[config.mk]
export PLATFORM = sky130hd
export DESIGN_NAME = ram_fifo_ctl
export DESIGN_NICKNAME = d
export VERILOG_FILES = /design/src/rtl/ram_fifo_ctl.sv
export SDC_FILE = /design/constraint.sdc
export NUM_CORES = 1
export LEC_CHECK = 0
export CORE_MARGIN = 3
export CORE_UTILIZATION = 35
export CTS_CLUSTER_DIAMETER = 120
export DETAILED_ROUTE_END_ITERATION = 8
export PLACE_DENSITY = 0.66
export SYNTH_ARGS = -nofsm -noshare
export SYNTH_HDL_FRONTEND = slang
export SYNTH_SLANG_ARGS = --single-unit
[constraint.sdc]
create_clock -name CLK -period 8.3 [get_ports CLK]
set_input_delay 1.66 -clock CLK [delete_from_list [all_inputs] [get_ports CLK]]
set_output_delay 1.66 -clock CLK [all_outputs]
set_load 0.02 [all_outputs]
[src/rtl/ram_fifo_ctl.sv]
// -----------------------------------------------------------------------------
// ram_fifo_ctl
//
// Synchronous FIFO controller that owns one iceram32 dual-port block RAM and
// presents it as a 2^ADDR_W-deep elastic buffer between two valid/ready
// streams.
//
// The RAM read port has one cycle of latency. A 2-entry output stage (head +
// skid) absorbs that latency, so the consumer sees first-word-fall-through
// and the FIFO sustains one word per cycle in both directions.
//
// Optional feature (compile-time macro RAM_FIFO_AFULL_EN):
//   When defined, adds parameter AFULL_THRESH and a registered output
//   almost_full = (level >= AFULL_THRESH). When undefined, both are absent.
//
// Ports:
//   CLK        single clock, all logic on posedge
//   RST        asynchronous active-low reset
//   in_data    upstream write word
//   in_valid   upstream write request
//   in_ready   RAM has space (0 while in reset)
//   out_data   head word (registered)
//   out_valid  head word valid
//   out_ready  consumer accepts head word
//   level      words held: RAM + read in flight + output stage (registered)
//   almost_full  (RAM_FIFO_AFULL_EN only) level >= AFULL_THRESH (registered)
//   ram_waddr / ram_wdata / ram_we / ram_wclke / ram_mask   RAM write port
//   ram_raddr / ram_re / ram_rclke / ram_rdata              RAM read port
// -----------------------------------------------------------------------------
module ram_fifo_ctl #(
  parameter int ADDR_W = 8,
  parameter int DATA_W = 32
`ifdef RAM_FIFO_AFULL_EN
  ,
  parameter int AFULL_THRESH = 240
`endif
) (
  input  logic              CLK,
  input  logic              RST,
  // upstream stream
  input  logic [DATA_W-1:0] in_data,
  input  logic              in_valid,
  output logic              in_ready,
  // downstream stream
  output logic [DATA_W-1:0] out_data,
  output logic              out_valid,
  input  logic              out_ready,
  // occupancy
  output logic [ADDR_W:0]   level,
`ifdef RAM_FIFO_AFULL_EN
  output logic              almost_full,
`endif
  // RAM write port
  output logic [ADDR_W-1:0] ram_waddr,
  output logic [DATA_W-1:0] ram_wdata,
  output logic              ram_we,
  output logic              ram_wclke,
  output logic [DATA_W-1:0] ram_mask,
  // RAM read port
  output logic [ADDR_W-1:0] ram_raddr,
  output logic              ram_re,
  output logic              ram_rclke,
  input  logic [DATA_W-1:0] ram_rdata
);

  localparam int             DEPTH     = 1 << ADDR_W;
  localparam logic [ADDR_W:0] DEPTH_CNT = (ADDR_W + 1)'(DEPTH);

  // ---------------------------------------------------------------------------
  // State
  // ---------------------------------------------------------------------------
  logic [ADDR_W-1:0] wptr;
  logic [ADDR_W-1:0] rptr;
  logic [ADDR_W:0]   ram_cnt;     // words resident in RAM, 0..DEPTH
  logic [1:0]        stage_cnt;   // words in output stage, 0..2
  logic              inflight;    // a RAM read was issued last cycle
  logic [DATA_W-1:0] head;        // output slot presented to the consumer
  logic [DATA_W-1:0] skid;        // second slot, catches a read that lands
                                  // while head is still occupied
  logic              ready_q;     // registered space-available flag

  // ---------------------------------------------------------------------------
  // Next-state signals
  // ---------------------------------------------------------------------------
  logic              push;
  logic              pop;
  logic              issue;
  logic [2:0]        stage_demand;     // output-stage slots claimed after pop
  logic [1:0]        stage_after_pop;
  logic [ADDR_W:0]   ram_cnt_next;
  logic [1:0]        stage_cnt_next;
  logic [ADDR_W:0]   level_next;
  logic [DATA_W-1:0] head_next;
  logic [DATA_W-1:0] skid_next;

  // RAM controls that never change: both clock enables on, no bit masking.
  assign ram_wclke = 1'b1;
  assign ram_rclke = 1'b1;
  assign ram_mask  = '0;

  assign in_ready  = ready_q;
  assign out_valid = (stage_cnt != 2'd0);
  assign out_data  = head;

  // Write and read ports are driven straight from the pointers so a push or
  // issue reaches the RAM in the same cycle it is decided.
  assign ram_we    = push;
  assign ram_waddr = wptr;
  assign ram_wdata = in_data;
  assign ram_re    = issue;
  assign ram_raddr = rptr;

  // NOTE: every variable assigned in an always_comb gets a default on entry;
  // a path that leaves one unassigned would infer a latch.
  always_comb begin
    push = in_valid & ready_q;
    pop  = out_valid & out_ready;

    // A read is only launched if its data is guaranteed a slot when it lands:
    // slots already held plus the read still in flight, minus the one the
    // consumer frees this cycle, must leave room. pop implies stage_cnt >= 1,
    // so the subtraction cannot underflow.
    stage_demand = {1'b0, stage_cnt} + {2'b00, inflight} - {2'b00, pop};
    issue        = (ram_cnt != '0) && (stage_demand < 3'd2);

    // Simultaneous push and issue leave ram_cnt unchanged. A word written at
    // edge N is counted after N, so it is first issued after that edge and a
    // same-address read-during-write cannot happen.
    ram_cnt_next    = ram_cnt + (ADDR_W + 1)'(push) - (ADDR_W + 1)'(issue);
    stage_after_pop = stage_cnt - {1'b0, pop};
    stage_cnt_next  = stage_cnt + {1'b0, inflight} - {1'b0, pop};

    // Output stage: on pop with both slots full the skid word advances; the
    // returning RAM word fills head if head is empty after this cycle's pop,
    // otherwise the skid. Issue throttling rules out a return landing on a
    // stage that stays full.
    head_next = head;
    skid_next = skid;
    if (pop && (stage_cnt == 2'd2)) begin
      head_next = skid;
    end
    if (inflight) begin
      if (stage_after_pop == 2'd0) begin
        head_next = ram_rdata;
      end else begin
        skid_next = ram_rdata;
      end
    end

    // Registered level tracks the post-edge totals; the next inflight is
    // simply this cycle's issue. Maximum DEPTH+2 fits in ADDR_W+1 bits.
    level_next = ram_cnt_next + (ADDR_W + 1)'(issue)
               + (ADDR_W + 1)'(stage_cnt_next);
  end

  // NOTE: the RAM array lives outside this block and is never cleared on
  // reset; resetting the pointers and counters is enough to discard content.
  // NOTE: sequential state uses non-blocking assignments so every register
  // samples the pre-edge values computed above, independent of statement order.
  always_ff @(posedge CLK or negedge RST) begin
    if (!RST) begin
      wptr      <= '0;
      rptr      <= '0;
      ram_cnt   <= '0;
      stage_cnt <= '0;
      inflight  <= 1'b0;
      head      <= '0;
      skid      <= '0;
      ready_q   <= 1'b0;
      level     <= '0;
    end else begin
      if (push) begin
        wptr <= wptr + ADDR_W'(1);
      end
      if (issue) begin
        rptr <= rptr + ADDR_W'(1);
      end
      ram_cnt   <= ram_cnt_next;
      stage_cnt <= stage_cnt_next;
      inflight  <= issue;
      head      <= head_next;
      skid      <= skid_next;
      ready_q   <= (ram_cnt_next != DEPTH_CNT);
      level     <= level_next;
    end
  end

`ifdef RAM_FIFO_AFULL_EN
  localparam logic [ADDR_W:0] AFULL_LVL = (ADDR_W + 1)'(AFULL_THRESH);

  // Compared against level_next so almost_full changes on the same edge
  // as level.
  always_ff @(posedge CLK or negedge RST) begin
    if (!RST) begin
      almost_full <= 1'b0;
    end else begin
      almost_full <= (level_next >= AFULL_LVL);
    end
  end
`endif

endmodule

==> results of run 1 <==
## power breakdown
group	total [mW]	switching, mW	leakage, nW	internal, mW
combinational	1.67	0.892	1.44	0.778
clock	0.428	0.185	0.145	0.244
sequential	0.925	0.155	1.23	0.769
## worst max path at each step
stage	startpoint	end	depth (start not counted)	slack [ps]
after detailed placement	out_ready	in_ready$_DFF_PN0_	19	2050
after global placement	out_ready	in_ready$_DFF_PN0_	19	2110
after CTS	out_ready	ram_re	10	2400
after floorplan	out_ready	in_ready$_DFF_PN0_	17	1850
final	out_ready	in_ready$_DFF_PN0_	19	2420
after global routing	out_ready	in_ready$_DFF_PN0_	19	2110
## metal layers
layer,track usage (%),share of wire (%),vias up
met2,21.6,49,99
met5,0,0,-
li1,-,-,1519
met4,4.48,1.9,0
met1,16.7,44,1590
met3,3.83,5.6,16
## worst max-delay path, cell delays in order
cell and delay, ps:
clkdlybuf4s50_1 500, nand2_1 90, xnor2_1 150, ha_1 160, inv_1 40, fa_1 480
inv_1 100, a311oi_2 190, buf_4 220, ha_1 140, inv_1 40, ha_1 210
fa_1 410, a21oi_1 170, o21bai_1 110, a311o_1 400, xor2_1 210, or3_1 380
or4b_1 460
## cell usage after synthesis
library cell / n / area, sq um
nor3b_1: 3 / 22.5
a221oi_1: 1 / 8.76
nand3b_1: 1 / 7.51
o21ai_0: 32 / 160
and3_2: 1 / 7.51
clkbuf_1: 13 / 48.8
a311oi_1: 1 / 8.76
mux2i_1: 32 / 320
buf_4: 66 / 495
fa_1: 4 / 80.1
nand3_1: 5 / 25.0
o21ai_1: 1 / 5.00
or2_2: 1 / 6.26
o22ai_1: 1 / 6.26
nor2_2: 1 / 6.26
or4_1: 1 / 7.51
a21oi_1: 4 / 20.0
nor3_1: 2 / 10.0
dfrtp_1: 102 / 2550
a311o_1: 2 / 20.0
o21bai_1: 1 / 7.51
nor2b_1: 3 / 18.8
or3_1: 1 / 6.26
nor4_1: 2 / 12.5
xnor2_1: 21 / 184
nand2b_1: 2 / 12.5
a211oi_2: 1 / 12.5
or4b_1: 1 / 10.0
inv_1: 16 / 60.1
nand2_1: 43 / 161
mux2_2: 34 / 383
o31a_2: 1 / 10.0
ha_1: 16 / 200
o21a_1: 1 / 7.51
nor4b_1: 1 / 8.76
and2_1: 1 / 6.26
and3_1: 5 / 31.3
nor2_1: 7 / 26.3
conb_1: 2 / 7.51
xor2_1: 7 / 61.3
nand4_1: 3 / 18.8
## final cells by class
type / count / area share [%]
Inverter: 16 / 0.971
Tap cell: 180 / 3.64
Timing Repair Buffer: 100 / 16.0
Clock buffer: 10 / 3.86
Clock inverter: 6 / 1.09
Multi-Input combinational cell: 278 / 33.2
Sequential cell: 102 / 41.3
## cell families (layout without fill, tap and decap cells)
kind of cell | after synthesis | after routing
AOI/OAI and AO/OA | 46 | 46
xor gates and xnor gates | 28 | 28
adders and majority gates | 20 | 20
buffers and inverters | 95 | 132
DFF | 102 | 102
muxes | 66 | 66
other | 2 | 34
and+or+nand+nor | 84 | 84
## stage by stage
stage	cell area [sq um]	cells	power, mW	setup slack [ps]	util [%]
floorplan	5180	475	2.03	1850	-
global placement	5880	676	2.57	2110	41.9
detailed placement	5880	676	2.61	2050	41.9
CTS	6180	692	3.07	2400	44.0
global route	6180	692	3.28	2110	44.0
finish	6180	692	3.02	2420	44.0
## flip-flops by register name (all words and copies together) (netlist names)
name       count
level          9
skid          32
stage_cnt      2
in_ready       1
out_data      32
inflight       1
ram_cnt        9
ram_raddr      8
ram_waddr      8
==> summary.txt, run 1 <==
Floorplan
  • CORE AREA: 14000 sq um
  • Die Wd: between 100 and 150 um
  • # IOs: roughly 200
  • Die area: approximately 16000 sq um
  • Die Y: approximately 130 um
  • # rows: 43
  • Initial Utilization: 36.1%

Routing
  • Via count: 3224
  • Drt initial violations: 158
  • Post-Route WL: ~10 mm
  • Antenna viol nets, final: 0
  • Drt via density: 4.66
  • Drt wl/cell: ~15 um
  • First drt pass iteration count: 4
  • # DRC: 0

Clocking
  • Hold-fix buffers, CTS: 0
  • # clock sinks: between 100 and 150
  • CTS tree: yes
  • Setup repair bufs after CTS: 0
  • Total CTS buffers: 9
  • Post-cts resize count: 0
  • Worst-Skew Late Latency: 340 ps
  • Clock slew at reported path FFs: 70 ps
  • H-tree depth reported by CTS: 3
  • CTS Buffer Depth: 2
  • Root buffer cell: clkbuf_16

STA
  • Achievable frequency: around 0.17 GHz
  • Worst slew margin: 20.2%
  • Slew Limit Fails: 0
  • Setup TNS: 0 ps
  • Final min period: ~6000 ps
  • Final setup vio count: 0
  • Worst hold slack: about 480 ps
  • Final Cycle Share: between 70% and 80%
  • Least-Margin Pin Slew: roughly 1200 ps
  • Setup Skew: approximately 8.5 ps
  • RSZ-0062 raised after global routing: no
  • Final Hold Fails: 0

Final layout
  • Layout cells sized above 1: approximately 12%
  • Most frequent cells in the layout: dfrtp_1, clkdlybuf4s50_1, nand2_1
  • Ant diodes: 0
  • Synthesis-to-finish area growth: 22.1%
  • Seq. cell area: 2550 sq um
  • Most common cell after layout, fill and taps aside: dfrtp_1
  • Fillers: 1296
  • Area of the multi-input gates: 2050 sq um
  • Nets: 595

Setup path
  • Crit-path max FO: 10
  • Worst reg2reg path depth: 19
  • Critical R2R Launch: stage_cnt[1]$_DFF_PN0_
  • Startpoint types: input pin
  • CP required: 8520 ps
  • Nature of the critical path endpoint: flip-flop
  • WS Path Type: input pin to flip-flop
  • CP Data Arrival Time: 6100 ps
  • FF-to-FF setup slack: between 3000 and 4000 ps
  • Reg-to-reg critical path endpoint: in_ready$_DFF_PN0_

Logic synthesis
  • Post-synthesis xor/xnor area fraction: under 10%
  • Post-synthesis register bit count: approximately 100
  • Post-synthesis cell count: ~440
  • Register area share after synthesis: between 50% and 60%
  • Main combinational cell family by area after synthesis: multiplexers
  • Syn Std Cell Area: approximately 5100 sq um
  • Multiplexer share of the synthesized area: 13.9%
  • Synthesized-area fraction occupied by adder cells: 5.53%
  • Yosys warns: 0
  • Mapped Avg Cell Area: about 11 sq um
  • Post-synthesis simple-gate area fraction: around 8.0%
  • Distinct cells, synth: 41
  • Compound-gate portion of the synthesized area: 5.26%

Power
  • Max VDD drop: 0.328 mV
  • LEAKAGE: 2.81 nW
  • Pwr dens: roughly 500 nW/um^2

GRT
  • Gr usage total: 13.1%
  • Grt ovf: 0
  • Initial antenna violation count: 0
  • Largest net degree at the start of global routing: 55
  • Vias in the first global route: approximately 3400
  • First-pass GRT wire length: around 17 mm

Min path
  • Hold path endpoint: ram_waddr[7]$_DFFE_PN0P_
  • Hold path depth: 1
  • Min-Delay Startpoint: ram_waddr[7]$_DFFE_PN0P_
  • Worst min-delay path class: flip-flop to flip-flop

Placement
  • Global placement routability congestion: slightly above 0.8
  • HPWL Detailed: just over 7 mm
  • Port Buffers: 96

Status
  • Status: complete, no violations

Run
  • Max_cap viols: 0
Power figures use the tool's default switching activity.
==> inputs of run 2 (changes only) <==
--- a/config.mk
+++ b/config.mk
@@ -9,7 +9,7 @@
 export CORE_UTILIZATION = 35
 export CTS_CLUSTER_DIAMETER = 120
 export DETAILED_ROUTE_END_ITERATION = 8
-export PLACE_DENSITY = 0.66
+export PLACE_DENSITY = 0.69
 export SYNTH_ARGS = -nofsm -noshare
 export SYNTH_HDL_FRONTEND = slang
 export SYNTH_SLANG_ARGS = --single-unit
==> constraint.sdc (replaced) <==
create_clock -name CLK -period 5 [get_ports CLK]
set_input_delay 1 -clock CLK [delete_from_list [all_inputs] [get_ports CLK]]
set_output_delay 1 -clock CLK [all_outputs]
set_load 0.02 [all_outputs]
==> run 2 against run 1 <==
Net effect:
- via count up 1.1%
- combinational power up 82%
- routed wire length down 0.62%
- flip-flop and latch count unchanged
- critical endpoint unchanged
- highest routed layer unchanged
==> summary.txt, run 2 (same netlist as run 1, synthesis figures left out) <==
Status
  • Status: complete, no violations

Placement
  • Global placement routability congestion: 0.858
  • HPWL Detailed: 7.07 mm
  • Port Buffers: 96
  • Placed Instances: around 690
  • Instance area at placement: about 6000 sq um

Power
  • Internal: between 3 and 4 mW
  • LEAKAGE: roughly 2.9 nW
  • Pwr dens: around 850 nW/um^2
  • Switch Pwr: approximately 2.1 mW
  • Sequential power share: about 28%
  • Gate power share: between 50 and 60%
  • Clock network power share: between 10% and 20%
  • Overall power: approximately 5.4 mW
  • Sw frac: 39.3%
  • Max VDD drop: roughly 0.54 mV

Routing
  • Post-Route WL: approximately 10 mm
  • Antenna viol nets, final: 0
  • First drt pass iteration count: 4
  • Drt initial violations: between 80 and 90
  • Drt via density: 4.64
  • # DRC: 0
  • Via count: 3259
  • Drt wl/cell: about 14 um

STA
  • Slew Limit Fails: 0
  • Worst slew margin: a little under a quarter
  • Final Hold Fails: 0
  • RSZ-0062 raised after global routing: yes
  • Final min period: between 4000 and 5000 ps
  • Final setup vio count: 0
  • Final Cycle Share: 97.3%
  • Achievable frequency: slightly above 0.2 GHz
  • Worst hold slack: 479 ps
  • Least-Margin Pin Slew: 1150 ps
  • Setup Skew: around 7.2 ps

Floorplan
  • Initial Utilization: 36.1%
  • # rows: 43
  • Die Y: between 100 and 150 um
  • # IOs: 195
  • Die Wd: 126 um
  • CORE AREA: approximately 14000 sq um
  • Die area: about 16000 sq um

Min path
  • Worst min-delay path class: flip-flop to flip-flop

Final layout
  • Most frequent cells in the layout: dfrtp_1, clkdlybuf4s50_1, nand2_1
  • Fillers: between 1000 and 1500
  • Ant diodes: 0
  • Layout Utilization: ~45%
  • Non-Filler Instances: 702
  • Nets: approximately 610
  • Most common cell after layout, fill and taps aside: dfrtp_1
  • Synthesis-to-finish area growth: 25.0%
  • Layout cells sized above 1: approximately 15%
  • Final Cell Area: ~6300 sq um

Clocking
  • Post-cts resize count: 0
  • Root buffer cell: clkbuf_16
  • CTS Buffer Depth: 2
  • CTS tree: yes
  • H-tree depth reported by CTS: 3
  • Clock slew at reported path FFs: 70 ps
  • Hold-fix buffers, CTS: 0
  • Total CTS buffers: 9
  • # clock sinks: just over 100
  • Setup repair bufs after CTS: 0
  • Worst-Skew Late Latency: between 300 and 400 ps

Setup path
  • WS Path Type: input pin to flip-flop
  • Crit-path max FO: 2
  • CP Data Arrival Time: about 5100 ps
  • Startpoint types: input pin
  • Nature of the critical path endpoint: flip-flop
  • CP required: ~5200 ps

GRT
  • Vias in the first global route: ~3400
  • Largest net degree at the start of global routing: slightly above 70
  • Initial antenna violation count: 0
  • Grt ovf: 0
  • Gr usage total: roughly an eighth
  • First-pass GRT wire length: 17.0 mm

Run
  • Max_cap viols: 0
## run 2: area by class of cell
cell class	instances	area (sq um)	area share, %
well taps	180	225	3.56
inverters	16	60.1	0.949
clock inverters	6	111	1.76
repair buffers	111	1070	16.9
flip-flops and latches	102	2550	40.3
multi-input cells	278	2080	32.9
clock buffers	9	225	3.56
## run 2: path summary, 6_finish.rpt
kind / end / cells after the start / start / slack (ps)
hold / removal: ram_waddr[7]$_DFFE_PN0P_ / 1 / ram_waddr[7]$_DFFE_PN0P_ / 480
setup / recovery: in_ready$_DFF_PN0_ / 18 / out_ready / 130
hold reg to reg: ram_waddr[7]$_DFFE_PN0P_ / 1 / ram_waddr[7]$_DFFE_PN0P_ / 480
max in group asynchronous: skid[25]$_DFFE_PN0P_ / 2 / RST / 3270
min in group asynchronous: out_data[4]$_DFF_PN0_ / 1 / RST / 760
setup reg to reg: in_ready$_DFF_PN0_ / 18 / stage_cnt[1]$_DFF_PN0_ / 420
## run 2: layer usage
layer  up-vias  track usage [%]  wire [um]
li1       1539                -          -
met1      1591             16.6       4420
met2       116             20.6       4820
met3        13             5.26        716
met4         0             3.91        157
met5         -                0          0
## run 2: stage by stage
step / worst slack, ps / TNS (ps)
finish: 135 / 0
global route: -63.8 / -63.8
CTS: 144 / 0
detailed placement: -245 / -275
global placement: -133 / -133
floorplan: 45.0 / 0
## run 2: critical path, cell delays in order
cell	delay, ps
clkdlybuf4s50_1	490
nand2_1	110
xnor2_2	140
ha_1	160
inv_1	50
fa_1	410
xor2_2	180
a311oi_4	230
ha_1	160
inv_1	40
ha_1	210
fa_2	360
a21oi_1	150
o21bai_1	100
a311o_1	300
xor2_1	170
or3_1	360
or4b_1	460
## run 2: power groups by stage
stage | sequential (mW) | clock [mW] | combinational, mW
5_1_grt | 1.59 | 0.841 | 3.37
3_5_place_dp | 1.54 | 0 | 3.03
4_1_cts | 1.53 | 0.809 | 3.06
6_report | 1.52 | 0.784 | 3.04
3_3_place_gp | 1.52 | 0 | 2.95
2_1_floorplan | 1.75 | 0 | 1.67
==> inputs of run 3 (changes only) <==
--- a/config.mk
+++ b/config.mk
@@ -8,6 +8,7 @@
 export CORE_MARGIN = 3
 export CORE_UTILIZATION = 35
 export CTS_CLUSTER_DIAMETER = 120
+export CTS_CLUSTER_SIZE = 24
 export DETAILED_ROUTE_END_ITERATION = 8
 export PLACE_DENSITY = 0.69
 export SYNTH_ARGS = -nofsm -noshare
==> results of run 3 <==
Final layout, timing and power as in run 2 (identical DEF).
